File: src/rtl/bin_to_bcd_multi.sv
// Sequential binary-to-BCD converter (double dabble, one bit per clock) with
// valid/ready input, overflow flag and leading-zero blanking mask.
module bin_to_bcd_multi #(
   parameter int DATA_W = 8,
   parameter int DIGITS = 2
) (
   input  logic                  i_clk,
   input  logic                  i_rst_n,
   input  logic [DATA_W-1:0]     i_data,
   input  logic                  i_valid,
   output logic                  o_ready,
   output logic [4*DIGITS-1:0]   o_bcd,
   output logic                  o_valid,
   output logic                  o_overflow,
   output logic [DIGITS-1:0]     o_lz_mask
);

   localparam int FULL_DIGITS = (DATA_W * 3) / 10 + 1;
   localparam int ACC_W       = 4 * FULL_DIGITS;
   localparam int CNT_W       = $clog2(DATA_W + 1);
   localparam logic [DIGITS-1:0] LZ_RST = {DIGITS{1'b1}} << 1;

   typedef enum logic {IDLE, SHIFT} state_e;

   state_e               state_q, state_d;
   logic [DATA_W-1:0]    bin_q, bin_d;
   logic [ACC_W-1:0]     acc_q, acc_d;
   logic [CNT_W-1:0]     cnt_q, cnt_d;
   logic [4*DIGITS-1:0]  bcd_q, bcd_d;
   logic                 ovf_q, ovf_d;
   logic [DIGITS-1:0]    lz_q, lz_d;
   logic                 valid_q, valid_d;

   logic [ACC_W-1:0]        acc_adj;
   logic [ACC_W+DATA_W-1:0] step;
   logic [ACC_W-1:0]        acc_next;
   logic                    ovf_next;
   logic [DIGITS-1:0]       lz_next;
   logic                    all_zero;

   always_comb begin
      state_d = state_q;
      bin_d   = bin_q;
      acc_d   = acc_q;
      cnt_d   = cnt_q;
      bcd_d   = bcd_q;
      ovf_d   = ovf_q;
      lz_d    = lz_q;
      valid_d = 1'b0;

      acc_adj = acc_q;
      for (int unsigned n = 0; n < FULL_DIGITS; n++) begin
         if (acc_q[4*n +: 4] >= 4'd5)
            acc_adj[4*n +: 4] = acc_q[4*n +: 4] + 4'd3;
      end
      step     = {acc_adj, bin_q} << 1;
      acc_next = step[ACC_W+DATA_W-1:DATA_W];

      // Digits above DIGITS exist only to detect overflow
      ovf_next = 1'b0;
      for (int unsigned n = DIGITS; n < FULL_DIGITS; n++)
         ovf_next = ovf_next | (|acc_next[4*n +: 4]);

      // Walk from the top digit down; a digit blanks only while all above are zero
      lz_next  = '0;
      all_zero = 1'b1;
      for (int unsigned i = 1; i < DIGITS; i++) begin
         all_zero = all_zero & (acc_next[4*(DIGITS-i) +: 4] == 4'd0);
         lz_next[DIGITS-i] = all_zero;
      end

      case (state_q)
         IDLE: begin
            if (i_valid) begin
               bin_d   = i_data;
               acc_d   = '0;
               cnt_d   = CNT_W'(DATA_W);
               state_d = SHIFT;
            end
         end
         SHIFT: begin
            acc_d = acc_next;
            bin_d = step[DATA_W-1:0];
            cnt_d = cnt_q - 1'b1;
            if (cnt_q == CNT_W'(1)) begin
               bcd_d   = acc_next[4*DIGITS-1:0];
               ovf_d   = ovf_next;
               lz_d    = lz_next;
               valid_d = 1'b1;
               state_d = IDLE;
            end
         end
         default: state_d = IDLE;
      endcase
   end

   always_ff @(posedge i_clk or negedge i_rst_n) begin
      if (!i_rst_n) begin
         state_q <= IDLE;
         bin_q   <= '0;
         acc_q   <= '0;
         cnt_q   <= '0;
         bcd_q   <= '0;
         ovf_q   <= 1'b0;
         lz_q    <= LZ_RST;
         valid_q <= 1'b0;
      end else begin
         state_q <= state_d;
         bin_q   <= bin_d;
         acc_q   <= acc_d;
         cnt_q   <= cnt_d;
         bcd_q   <= bcd_d;
         ovf_q   <= ovf_d;
         lz_q    <= lz_d;
         valid_q <= valid_d;
      end
   end

   assign o_ready    = (state_q == IDLE);
   assign o_bcd      = bcd_q;
   assign o_valid    = valid_q;
   assign o_overflow = ovf_q;
   assign o_lz_mask  = lz_q;

endmodule

File: config.mk
export PLATFORM = sky130hd
export DESIGN_NAME = bin_to_bcd_multi
export DESIGN_NICKNAME = d
export VERILOG_FILES = /design/src/rtl/bin_to_bcd_multi.sv
export SDC_FILE = /design/constraint.sdc
export NUM_CORES = 1
export LEC_CHECK = 0
export CAP_MARGIN = 20
export CORE_MARGIN = 3
export CORE_UTILIZATION = 50
export CTS_BUF_LIST = sky130_fd_sc_hd__clkbuf_4
export DETAILED_ROUTE_END_ITERATION = 16
export DONT_BUFFER_PORTS = 1
export PLACE_DENSITY = 0.79
export SLEW_MARGIN = 20
export SYNTH_ARGS = -nofsm -noshare
export SYNTH_HDL_FRONTEND = slang
export SYNTH_SLANG_ARGS = --single-unit
File: constraint.sdc
create_clock -name i_clk -period 1.6 [get_ports i_clk]
set_clock_uncertainty 0.1 [all_clocks]
set_input_delay 0.08 -clock i_clk [delete_from_list [all_inputs] [get_ports i_clk]]
set_output_delay 0.08 -clock i_clk [all_outputs]
set_load 0.1 [all_outputs]
======== Word level (Yosys, flattened, before mapping) ========
Index checks and enable logic that the tools add are counted.
operators by class
  add/subtract/negate cells ............... 4
  multipliers ............................. 0
  divide/modulo/power cells ............... 0
  magnitude comparators ................... 3
  equality and inequality tests ........... 2
  shift-type cells ........................ 0
  mux-type cells .......................... 14
  bitwise logic cells ..................... 1
  reduce and logical (&&, ||, !) cells .... 3
operators by type and width
  operator                                                                             number
  12-bit case mux with 2 select lines                                                  1
  8-bit case mux with 2 select lines                                                   1
  4-bit by 3-bit greater-or-equal comparator with 1-bit output, second input constant  3
  12-bit 2-to-1 mux                                                                    1
  4-bit 2-to-1 mux                                                                     3
  4-bit by 2-bit adder with 4-bit output, second input constant                        2
  8-bit 2-to-1 mux                                                                     1
  4-bit case mux with 2 select lines                                                   1
  4-bit by 1-bit equality test with 1-bit output, second input constant                1
  4-bit logical NOT                                                                    1
  1-bit 2-to-1 mux                                                                     4
  4-bit OR reduction                                                                   1
  4-bit by 1-bit subtractor with 4-bit output, second input constant                   1
  3-bit by 2-bit adder with 3-bit output, second input constant                        1
  3-bit 2-to-1 mux                                                                     1
  2-bit inequality test, second input constant                                         1
  1-bit case mux with 2 select lines                                                   1
  2-bit AND reduction                                                                  1
  1-bit NOT                                                                            1
storage, ports and cells
  bits in registers ....................... 36
  latch bits .............................. 0
  bits in writable memories ............... 0
  ROM bits ................................ 0
  input bits .............................. 11
  output and inout port bits .............. 13
  word-level logic and storage cells ...... 35
  memories ................................ 0

======== Longest topological paths before layout ========
  depth in word-level cells ............... 3
  mapped depth ............................ 8
  gate-level depth less buffers ........... 7

======== Least setup slack after synthesis ========
Ideal clock, no wire load.
  kind .................................... reg2reg
  start ................................... reg state_q
  end ..................................... reg cnt_q[0]
  library setup time ...................... 185 ps
  arrival time ............................ 1846 ps
  data required time ...................... 1315 ps
  setup slack ............................. -530 ps
  cell stages (with the launch flop) ...... 5
  buffers on the path ..................... 2
  clock period less this slack ............ 2130 ps
  cell sequence ........................... dfrtp_1 > buf_4 > inv_1 > buf_1 > o21ai_0
on the way
  cells in the longest elaborated chain, start to end .. 2
  elaborated cells between the ends (all ways) .. 3
  classes of those cells .................. eq/ne: 1; mux: 1; bitwise: 1
ends and longest elaborated chain
  what                                                                                line  text
  start, declared                                                                     25    state_e state_q, state_d;
  start signal, assigned                                                              108   state_q <= state_d;
  1-bit NOT *                                                                         --
  named net o_ready                                                                   11    output logic o_ready,
  4-bit case mux with 2 select lines / 2-bit inequality test (equally long branches)  --
  end signal, assigned                                                                111   cnt_q <= cnt_d;
  end, declared                                                                       28    logic [CNT_W-1:0] cnt_q, cnt_d;
Mark *: on every way through the listed nets, which the timed path passes. The rest lies on a longest branch.
A chain may end at the register's enable or synchronous reset.

======== Worst setup path after layout ========
  start ................................... reg cnt_q[1]
  end ..................................... reg ovf_q, in the netlist o_overflow
on the way
  cells in the longest elaborated chain, start to end .. 2
ends and longest elaborated chain
  what                                            line  text
  4-bit by 1-bit equality test with 1-bit output  85    if (cnt_q == CNT_W'(1)) begin
  2-bit AND reduction (no line)                   --
  end signal, assigned                            113   ovf_q <= ovf_d;
  end, declared                                   30    logic ovf_q, ovf_d;
Every way passes these cells.

==> reports/metrics.json <==
{
  "die-area_mm2": 0.004280,
  "layout_overhead_on_the_synthesized_area_pct": 38.84,
  "num_antenna_cells": 0,
  "seq_area_frac_synth_pct": 51.10,
  "drt-wirelength-per-cell_um": 16.14,
  "clk_pin_slew_worst_paths_ps": 110,
  "final-hold-violation-count": 0,
  "place.gp.congestion": 0.7700,
  "dr_wl_met3_um": 139,
  "synth_area_per_cell_um2": 10.38,
  "period_share_pct": 108.0,
  "hp-class": "in -> async",
  "outcome": "complete, but fails checks",
  "tightest_slew_ps": 1128,
  "synth-warning-count": 0,
  "drt-pass1-iter-count": 4,
  "timing.final.max_slew_violations": 0,
  "layout_min_cycle_time_ps": 1728,
  "synth-seq-cells": 36,
  "ios": 24,
  "grt_pass1_wl_um": 6686,
  "max_cap_viol_count": 0,
  "antenna_found_initial": 0,
  "crit_required_ps": 1730,
  "routed_via_density": 5.417,
  "final_setup_viols": 6,
  "final_critical_path_setup_slack_ps": -128.1,
  "fp.coreArea_mm2": 0.003203,
  "dp.final_hpwl_um": 2574,
  "finalNetCount": 238,
  "crit_path_start_kind": "flip-flop",
  "ws_path_type": "reg -> reg",
  "syn-cell-area_mm2": 0.001765,
  "via_count_of_the_first_global_routing_pass": 1453,
  "grt_setup_unrepaired": "true",
  "chipHeight_um": 65.42,
  "drtAntennaViolNets": 0,
  "insertion_delay_ps": 350,
  "drt_first_iter_violations": 45,
  "highest-signal-layer": "met4",
  "dieWidth_um": 65.42,
  "clock_root_buffer": "sky130_fd_sc_hd__clkbuf_4",
  "achievable_frequency_mhz": 578.7,
  "detail_route.drc_violations": 0,
  "route.final.wire_length_um": 4262,
  "cp-end-kind": "flip-flop",
  "cts.sinks": 36,
  "violated_checks": "negative setup slack",
  "synth.lib_cells_used.distinct": 28,
  "cts_tree": "built",
  "arrival_ps": 1860,
  "syn_nets": 189,
  "met2WireLength_um": 2365,
  "critPathMaxFanout": 5,
  "clockBufferDepth": 2,
  "worst_slew_margin_rel_pct": 24.77,
  "route.vias.total": 1430,
  "grtUsageTotal_pct": 20.81,
  "port-buffer-count": 0,
  "post-place-ws_ps": -176.8,
  "tritoncts.num_buffers": 5,
  "start_util_pct": 55.12,
  "numPlacedInstances": 239,
  "postSynthCellCount": 170,
  "maximum_level_of_the_cts_h_tree": 2,
  "layout-drive-gt1-share_pct": 37.73,
  "placement_rows": 20,
  "grt_max_degree": 37,
  "final-instance-count-excl-fill": 264,
  "met1Wirelength_um": 1650,
  "overflow": 0
}
[through the flow]
stage	TNS, ps	cell area [um^2]	util, %	hold WS (ps)
floorplan	-317.2	1767	-	-315.6
global placement	-383.1	2029	63.36	-314.8
detailed placement	-1020	2029	63.36	-314.8
CTS	-301.0	2317	72.34	56.02
global route	-744.5	2451	76.52	93.40
finish	-380.2	2451	76.52	70.06
[per-layer routing]
layer	vias up	GRT usage, %
met3	13	3.761
met5	-	0
li1	681	-
met2	31	36.66
met4	0	11.66
met1	705	23.60
[Yosys cell counts (all sizes together)]
| library cell | count | area share, % |
|---|---|---|
| nand2 | 25 | 5.3 |
| xnor2 | 5 | 2.5 |
| ha | 8 | 5.7 |
| or3 | 2 | 0.71 |
| buf | 5 | 2.0 |
| clkinv | 1 | 0.92 |
| clkbuf | 5 | 1.1 |
| inv | 9 | 1.9 |
| o31ai | 2 | 0.85 |
| dfstp | 1 | 1.5 |
| nand4b | 2 | 0.99 |
| o22ai | 7 | 2.5 |
| mux2 | 4 | 2.6 |
| a21oi | 9 | 2.6 |
| conb | 1 | 0.21 |
| mux2i | 11 | 6.2 |
| o21ai | 13 | 3.7 |
| a21o | 5 | 2.1 |
| o32a | 1 | 0.57 |
| dfrtp | 35 | 50 |
| nand2b | 3 | 1.1 |
| a22o | 1 | 0.50 |
| nor3 | 5 | 1.4 |
| nor2 | 3 | 0.64 |
| nor3b | 7 | 3.0 |
[cell families (layout without fill, tap and decap cells)]
kind of cell	count (synthesis)	in the layout	synth area share (%)
buffers and inverters	20	70	5.882
adder cells (fa/ha/maj)	8	8	5.670
multiplexers	15	15	8.788
XOR/XNOR	5	5	2.480
other	1	1	0.2124
AO/OA/AOI/OAI	38	38	12.76
AND/OR/NAND/NOR	47	47	13.11
flip-flops	36	36	51.10
[layout by cell type (no fill, tap or decap), types with 4 or more instances in the layout]
cell type	instances
sky130_fd_sc_hd__ha_4	4
sky130_fd_sc_hd__o21ai_1	4
sky130_fd_sc_hd__inv_2	6
sky130_fd_sc_hd__nor3_1	5
sky130_fd_sc_hd__o21ai_0	9
sky130_fd_sc_hd__xnor2_1	4
sky130_fd_sc_hd__clkbuf_4	6
sky130_fd_sc_hd__o22ai_1	6
sky130_fd_sc_hd__mux2i_1	9
sky130_fd_sc_hd__a21o_1	5
sky130_fd_sc_hd__buf_4	40
sky130_fd_sc_hd__dfrtp_1	35
sky130_fd_sc_hd__nor3b_1	5
sky130_fd_sc_hd__a21oi_1	5
sky130_fd_sc_hd__nand2_1	24
sky130_fd_sc_hd__dlygate4sd3_1	9
[cell type report]
| class | instances | area, um^2 |
|---|---|---|
| sequential | 36 | 902.1 |
| timing repair inverter | 1 | 8.758 |
| clock buffer | 6 | 45.04 |
| multi-input combinational | 114 | 932.1 |
| tap | 44 | 55.05 |
| clock inverter | 2 | 35.03 |
| fill | 209 | 752.0 |
| inverter | 10 | 50.05 |
| timing repair buffer | 51 | 422.9 |
[sequential cells by signal, indices dropped and copies added (netlist names)]
name        cells
o_valid         1
o_bcd           8
o_overflow      1
cnt_q           4
acc_q          12
state_q         1
bin_q           8
o_lz_mask       1
[worst max-delay path, cell delays in order, from the launching register on]
cell and delay [ps]:
sky130_fd_sc_hd__dfrtp_1 400, sky130_fd_sc_hd__inv_2 80, sky130_fd_sc_hd__ha_4 130, sky130_fd_sc_hd__nand2_2 40
sky130_fd_sc_hd__or3_4 390, sky130_fd_sc_hd__clkinv_8 80, sky130_fd_sc_hd__nand4b_1 100, sky130_fd_sc_hd__o32a_1 290
[final timing paths]
path                               from      endpoint  slack (ps)  cells past startpoint
min in group i_clk            i_data[0]      bin_q[0]         340                      3
min                             i_rst_n      bin_q[1]          70                      2
max reg2reg                    cnt_q[1]    o_overflow        -130                      7
min reg2reg                o_lz_mask[1]  o_lz_mask[1]         380                      2
max                            cnt_q[1]    o_overflow        -130                      7
max in group asynchronous       i_rst_n  o_lz_mask[1]        1090                      2
[timing repair]
item,4_1_cts,5_1_grt
hold buffers,11,0
setup endpoints to repair,15,26
cloned,1,0
hold endpoints to repair,61,0
resized for setup,15,27
buffers inserted,2,3
pin swaps,1,10
Power is not shown: default switching activity piles up to over one toggle a cycle in this logic, so the estimate is an artifact.
